## src/rtl/apb3_cfg_pkg.sv

```systemverilog
// Shared constants and the handshake state type for the APB3 3DNR configuration register bank.
package apb3_cfg_pkg;

  localparam int REG_CTRL        = 0;
  localparam int REG_STATUS      = 1;
  localparam int REG_CFG_BASE    = 2;
  localparam int CTRL_COMMIT_BIT = 0;

  typedef enum logic [1:0] {
    IDLE = 2'd0,
    WAIT = 2'd1,
    RESP = 2'd2
  } apb_state_e;

endpackage

```

## src/rtl/apb3_cfg_regbank_fsm.sv

```systemverilog
// APB3 setup/wait/response handshake with a programmable wait-state counter.
// Emits the access strobes and the word index toward the register storage.
module apb3_slv_fsm
  import apb3_cfg_pkg::*;
#(
  parameter int AW          = 32,
  parameter int WAIT_CYCLES = 1
) (
  input  logic          clk,
  input  logic          rst,
  input  logic [AW-1:0] apb_addr,
  input  logic          apb_sel,
  input  logic          apb_enable,
  input  logic          apb_write,
  output logic          apb_ready,
  output logic [AW-3:0] idx,
  output logic          misalign,
  output logic          is_write,
  output logic          load_stb,
  output logic          rd_stb,
  output logic          wr_stb
);

  apb_state_e     state_r, state_s;
  logic [3:0]     cnt_r, cnt_s;
  logic           load_s;
  logic           ready_r;
  logic [AW-3:0]  idx_r;
  logic           misalign_r;
  logic           write_r;
  logic           setup_s;

  assign setup_s = apb_sel & ~apb_enable;

  // Next-state and wait-counter logic.
  always_comb begin
    state_s = state_r;
    cnt_s   = cnt_r;
    load_s  = 1'b0;
    case (state_r)
      IDLE: begin
        if (setup_s) begin
          if (WAIT_CYCLES == 0) begin
            state_s = RESP;
            load_s  = 1'b1;
          end else begin
            state_s = WAIT;
            cnt_s   = 4'(WAIT_CYCLES - 1);
          end
        end else begin
          state_s = IDLE;
        end
      end
      WAIT: begin
        if (!apb_sel) begin
          state_s = IDLE;
        end else if (cnt_r == 4'd0) begin
          state_s = RESP;
          load_s  = 1'b1;
        end else begin
          cnt_s = cnt_r - 4'd1;
        end
      end
      RESP:    state_s = IDLE;
      default: state_s = IDLE;
    endcase
  end

  // State, counter, ready and captured transfer attributes.
  always_ff @(posedge clk) begin
    if (rst) begin
      state_r    <= IDLE;
      cnt_r      <= 4'd0;
      ready_r    <= 1'b0;
      idx_r      <= '0;
      misalign_r <= 1'b0;
      write_r    <= 1'b0;
    end else begin
      state_r <= state_s;
      cnt_r   <= cnt_s;
      ready_r <= load_s;
      if (state_r == IDLE && setup_s) begin
        idx_r      <= apb_addr[AW-1:2];
        misalign_r <= (apb_addr[1:0] != 2'b00);
        write_r    <= apb_write;
      end
    end
  end

  // With zero wait states RESP is entered from IDLE, before the capture is visible.
  assign idx       = (state_r == IDLE) ? apb_addr[AW-1:2] : idx_r;
  assign misalign  = (state_r == IDLE) ? (apb_addr[1:0] != 2'b00) : misalign_r;
  assign is_write  = (state_r == IDLE) ? apb_write : write_r;
  assign apb_ready = ready_r;
  assign load_stb  = load_s;
  assign rd_stb    = load_s & ~is_write;
  assign wr_stb    = (state_r == RESP) & write_r;

endmodule

```

## src/rtl/apb3_cfg_regbank.sv

```systemverilog
// APB3 register bank holding shadow and frame-synchronous active 3DNR configuration.
// Optional macro APB_REG_ACTIVE_RDBACK_EN maps active-copy readback at indices NREG+2..2*NREG-1.
module apb3_cfg_regbank
  import apb3_cfg_pkg::*;
#(
  parameter int DW          = 32,
  parameter int AW          = 32,
  parameter int NREG        = 8,
  parameter int WAIT_CYCLES = 1
) (
  input  logic                     clk,
  input  logic                     rst,
  input  logic [AW-1:0]            apb_addr,
  input  logic                     apb_sel,
  input  logic                     apb_enable,
  input  logic                     apb_write,
  input  logic [DW-1:0]            apb_wdata,
  output logic [DW-1:0]            apb_rdata,
  output logic                     apb_ready,
  output logic                     apb_slverr,
  input  logic                     frame_start,
  input  logic [DW-1:0]            hw_status,
  output logic [(NREG-2)*DW-1:0]   cfg_active,
  output logic                     commit_pend
);

  localparam int NCFG = NREG - REG_CFG_BASE;
  localparam int IW   = AW - 2;
  localparam int SW   = (NCFG > 1) ? $clog2(NCFG) : 1;

  logic [IW-1:0] idx;
  logic          misalign;
  logic          is_write;
  logic          load_stb;
  logic          rd_stb;
  logic          wr_stb;

  logic [DW-1:0] shadow_r [NCFG];
  logic [DW-1:0] active_r [NCFG];
  logic          commit_pend_r;
  logic [DW-1:0] rdata_r;
  logic          slverr_r;

  logic [DW-1:0] rd_data_s;
  logic          err_s;
  logic          wr_ok_s;
  logic [SW-1:0] cfg_sel_s;

  apb3_slv_fsm #(
    .AW          (AW),
    .WAIT_CYCLES (WAIT_CYCLES)
  ) u_fsm (
    .clk        (clk),
    .rst        (rst),
    .apb_addr   (apb_addr),
    .apb_sel    (apb_sel),
    .apb_enable (apb_enable),
    .apb_write  (apb_write),
    .apb_ready  (apb_ready),
    .idx        (idx),
    .misalign   (misalign),
    .is_write   (is_write),
    .load_stb   (load_stb),
    .rd_stb     (rd_stb),
    .wr_stb     (wr_stb)
  );

  assign cfg_sel_s = SW'(idx - IW'(REG_CFG_BASE));

`ifdef APB_REG_ACTIVE_RDBACK_EN
  logic [SW-1:0] act_sel_s;
  assign act_sel_s = SW'(idx - IW'(NREG + REG_CFG_BASE));
`endif

  // Address decode: read data mux and error classification.
  always_comb begin
    rd_data_s = '0;
    err_s     = 1'b0;
    if (misalign) begin
      err_s = 1'b1;
    end else if (idx == IW'(REG_CTRL)) begin
      rd_data_s = {{(DW-1){1'b0}}, commit_pend_r};
    end else if (idx == IW'(REG_STATUS)) begin
      rd_data_s = hw_status;
      err_s     = is_write;
    end else if (idx < IW'(NREG)) begin
      rd_data_s = shadow_r[cfg_sel_s];
`ifdef APB_REG_ACTIVE_RDBACK_EN
    end else if (idx >= IW'(NREG + REG_CFG_BASE) && idx < IW'(2 * NREG)) begin
      rd_data_s = active_r[act_sel_s];
      err_s     = is_write;
`endif
    end else begin
      err_s = 1'b1;
    end
  end

  assign wr_ok_s = wr_stb & ~err_s;

  // Shadow/active storage and commit handshake; the frame copy samples pre-write values.
  always_ff @(posedge clk) begin
    if (rst) begin
      for (int k = 0; k < NCFG; k++) begin
        shadow_r[k] <= '0;
        active_r[k] <= '0;
      end
      commit_pend_r <= 1'b0;
    end else begin
      if (frame_start && commit_pend_r) begin
        for (int k = 0; k < NCFG; k++) begin
          active_r[k] <= shadow_r[k];
        end
        commit_pend_r <= 1'b0;
      end
      if (wr_ok_s && idx == IW'(REG_CTRL) && apb_wdata[CTRL_COMMIT_BIT]) begin
        commit_pend_r <= 1'b1;
      end
      if (wr_ok_s && idx >= IW'(REG_CFG_BASE) && idx < IW'(NREG)) begin
        shadow_r[cfg_sel_s] <= apb_wdata;
      end
    end
  end

  // Response registers: loaded entering RESP, cleared otherwise.
  always_ff @(posedge clk) begin
    if (rst) begin
      rdata_r  <= '0;
      slverr_r <= 1'b0;
    end else if (load_stb) begin
      rdata_r  <= (rd_stb && !err_s) ? rd_data_s : '0;
      slverr_r <= err_s;
    end else begin
      rdata_r  <= '0;
      slverr_r <= 1'b0;
    end
  end

  for (genvar g = 0; g < NCFG; g++) begin : g_act
    assign cfg_active[g*DW +: DW] = active_r[g];
  end

  assign apb_rdata   = rdata_r;
  assign apb_slverr  = slverr_r;
  assign commit_pend = commit_pend_r;

endmodule
```

## config.mk

```make
export PLATFORM = sky130hd
export DESIGN_NAME = apb3_cfg_regbank
export DESIGN_NICKNAME = d
export VERILOG_FILES = /design/src/rtl/apb3_cfg_pkg.sv /design/src/rtl/apb3_cfg_regbank_fsm.sv /design/src/rtl/apb3_cfg_regbank.sv
export SDC_FILE = /design/constraint.sdc
export NUM_CORES = 1
export LEC_CHECK = 0
export CORE_MARGIN = 3
export CORE_UTILIZATION = 45
export DETAILED_ROUTE_END_ITERATION = 10
export GPL_TIMING_DRIVEN = 0
export PLACE_DENSITY = 0.78
export SLEW_MARGIN = 20
export SYNTH_ARGS = -nofsm -noshare
export SYNTH_HDL_FRONTEND = slang
export SYNTH_SLANG_ARGS = --single-unit
export TNS_END_PERCENT = 10
```

## constraint.sdc

```tcl
create_clock -name clk -period 6.25 [get_ports clk]
set_input_delay 1.25 -clock clk [delete_from_list [all_inputs] [get_ports clk]]
set_output_delay 1.25 -clock clk [all_outputs]
set_load 0.05 [all_outputs]
```

==> metrics.md <==
| Metric | Value |
|---|---|
| Overflow after GRT | `0` |
| Post-Place Cell Area | `27000 um2` |
| Routability cong. | `between 0.9 and 1` |
| Critical path class | `in -> reg` |
| Period Utilization, post-route | `63.6%` |
| # Max-Cap Violations | `0` |
| Initial Utilization | `45.7%` |
| Synth warn | `0` |
| Avg Cell Area, Syn | `between 10 and 15 um2` |
| Post-synth ARST share | `0%` |
| TritonCTS clock tree | `done` |
| Switching part of the total power | `24.8%` |
| Cells after synthesis | `1862` |
| GR Util met1 | `33.6%` |
| Pin count of the biggest net entering global routing | `62` |
| Synth-to-layout area growth | `28.3%` |
| Number of global-route vias before repair | `about 17000` |
| Die X | `229 um` |
| Root Driver | `clkbuf_16` |
| Relative slew slack | `28.2%` |
| Hold violation count in the final report | `0` |
| Final Instance Area | `28800 um2` |
| DP Worst Slack | `roughly 1.9 ns` |
| Vias per cell | `5.83` |
| Fin worst setup slack | `2.27 ns` |
| Post-synth top area share | `59.7%` |
| Drt drc | `0` |
| Post-CTS setup buffer count | `0` |
| Clk sinks | `approximately 520` |
| Largest cells by area after synthesis | `edfxtp_1 (60%), dfxtp_1 (6.5%), and2_1 (5.4%), nor2_1 (4.1%), nand2_1 (3.6%)` |
| Sequential Power Share | `49.0%` |
| Gates resized, CTS repair | `0` |
| Most frequent cells in the layout | `edfxtp_1 (446), clkdlybuf4s50_1 (327), nor2_1 (246), nand2_1 (213), and2_1 (194)` |
| Routed WL per cell | `24.7 um` |
| Status | `finished clean` |
| Maximum clock rate | `251 MHz` |
| Die area | `52600 um2` |
| Gate power share | `10.4%` |
| WP data required | `6.54 ns` |
| Share of layout cells above drive strength 1 | `9.47%` |
| Core area | `49200 um2` |
| Setup-failing EPs final | `0` |
| Sw power | `1.98 mW` |
| Final Slew Violations | `0` |
| Worst-path clk slew | `0.06 ns` |
| Global-route wire length before repair | `108 mm` |
| Clk_lat worst skew | `approximately 0.60 ns` |
| Post-layout nets | `~2400` |
| Critical path peak fanout | `17` |
| Hold crit path type | `reg -> reg` |
| Synth unique cells | `52` |
| Clock Power Share | `40.6%` |
| Hold Worst Slack | `approximately 0.45 ns` |
| Post-Route WL | `about 75 mm` |
| Post-Route Skew | `0.0133 ns` |
| Grt peak-use layer | `met2` |
| Min Tclk post-route | `roughly 4 ns` |
| Met2 Usage GRT | `44.6%` |
| Final ANT Viol Nets | `0` |
| DP HPWL | `53.2 mm` |
| H-Tree Depth | `2` |
| Drt first-iter violations | `2556` |
| First-pass DRT Iterations | `6` |
| Site row count | `81` |
| Pint | `between 6 and 7 mW` |
| TritonCTS Buffers | `just over 50` |
| Hold_buf cts | `0` |
| Mapped Area | `22400 um2` |
| Post-synth top flop | `edfxtp_1` |
| Cell taking the most area after synthesis | `edfxtp_1` |
| Number of synthesized flops with an enable pin | `~450` |
| Worst-Margin Slew | `1.08 ns` |
| Leading cell type in the layout, fill and taps excluded | `edfxtp_1` |
| Maximum VDD drop | `~0.21 mV` |
| RSZ-0062 raised after global routing | `no` |
| Crit end category | `flip-flop` |
| Met3 GRT Util | `approximately 7.9%` |
| Boundary pin count | `329` |
| Synthesis-stage register bit count | `between 500 and 600` |
| Overall routing resource usage | `27.6%` |
| Die Y | `229 um` |
| Clk buf depth | `3` |
| PortBufs | `approximately 330` |
| Leakage | `around 10 nW` |
| CP arrival | `around 4.3 ns` |
| Pwr per Cell Area | `278 nW/um2` |
| Seq/Total Area, Yosys | `66.2%` |
| PnR Total Power | `8.01 mW` |
| Via Count | `around 18000` |
| Setup TNS Final | `0 ns` |
| Initial antenna violation count | `3` |
| Critical Path Source Type | `input pin` |
-- through the flow --
step                std cells  util [%]
detailed placement       2923      55.0
CTS                      3018      58.6
global route             3019      58.6
global placement         2914      54.5
finish                   3021      58.6
floorplan                1923         -
-- cell usage after synthesis (all sizes together), types with 12 or more instances --
cell,n
nand3,70
nand4,38
nor4,12
and2,194
nand2b,72
edfxtp,446
nand2,214
a32oi,12
buf,64
mux2,15
clkbuf,73
dfxtp,73
a31oi,81
o211ai,31
nor3,26
a21oi,33
o21ai,15
nor3b,32
a21boi,31
nor2,248
mux2i,52
-- critical path, stage by stage --
cell	delay (ns)
clkdlybuf4s50_1	0.64
nand2_1	0.12
o21ai_2	0.46
clkbuf_1	0.84
a41o_2	0.69
buf_16	0.25
-- layer usage --
metal	vias up	routed length (um)
met5	-	29
met4	4	4710
met3	304	9510
met2	1355	34400
met1	8447	26100
li1	7493	-
-- power by group through the flow --
stage	Combinational, mW	Clock (mW)	Sequential (mW)
after global routing	0.860	3.38	3.93
after floorplan	0.305	0	4.14
after global placement	0.771	0	4.00
after detailed placement	0.804	0	3.99
final	0.831	3.25	3.92
after CTS	0.808	3.26	3.92
-- sequential cells by signal, summed over array words and instances (netlist names) --
signal / count
active_r: 192
apb_slverr: 1
u_fsm.cnt_r: 4
u_fsm.write_r: 1
u_fsm.apb_ready: 1
u_fsm.misalign_r: 1
shadow_r: 254
u_fsm.idx_r: 30
commit_pend: 1
apb_rdata: 32
u_fsm.state_r: 2
-- final cells by class --
type / count / area (um2)
Inverter: 6 / 22.5
Clock inverter: 26 / 297
Tap cell: 664 / 831
Timing Repair Buffer: 336 / 3490
Sequential cell: 519 / 14900
Antenna cell: 3 / 7.51
Clock buffer: 69 / 1470
Multi-Input combinational cell: 1261 / 7130
Buffer: 137 / 688
Fill cell: 3804 / 20400
-- final timing paths --
check                                startpoint                      endpoint  slack [ns]  cells after the start
hold / removal     u_fsm.idx_r[14]$_SDFFE_PP0P_  u_fsm.idx_r[14]$_SDFFE_PP0P_        0.45                      2
setup / recovery                    apb_addr[3]     shadow_r[5][13]$_DFFE_PP_        2.27                      6
setup reg to reg  u_fsm.state_r[0]$_SDFFE_PP0P_     shadow_r[5][13]$_DFFE_PP_        2.77                      6
hold reg to reg    u_fsm.idx_r[14]$_SDFFE_PP0P_  u_fsm.idx_r[14]$_SDFFE_PP0P_        0.45                      2
-- logic make-up (layout without fill, tap and decap cells) --
family                     Yosys count  in the layout  share of synthesized area (%)
and+or+nand+nor                    917            917                           20.6
DFF                                519            519                           66.2
AOI/OAI and AO/OA                  211            211                           6.71
buffers and inverters              143            574                           3.17
muxes                               67             67                           3.19
adders and majority gates            2              2                          0.111
xor gates and xnor gates             2              2                         0.0780
other                                1             65                         0.0167
Power figures use the tool's default switching activity.
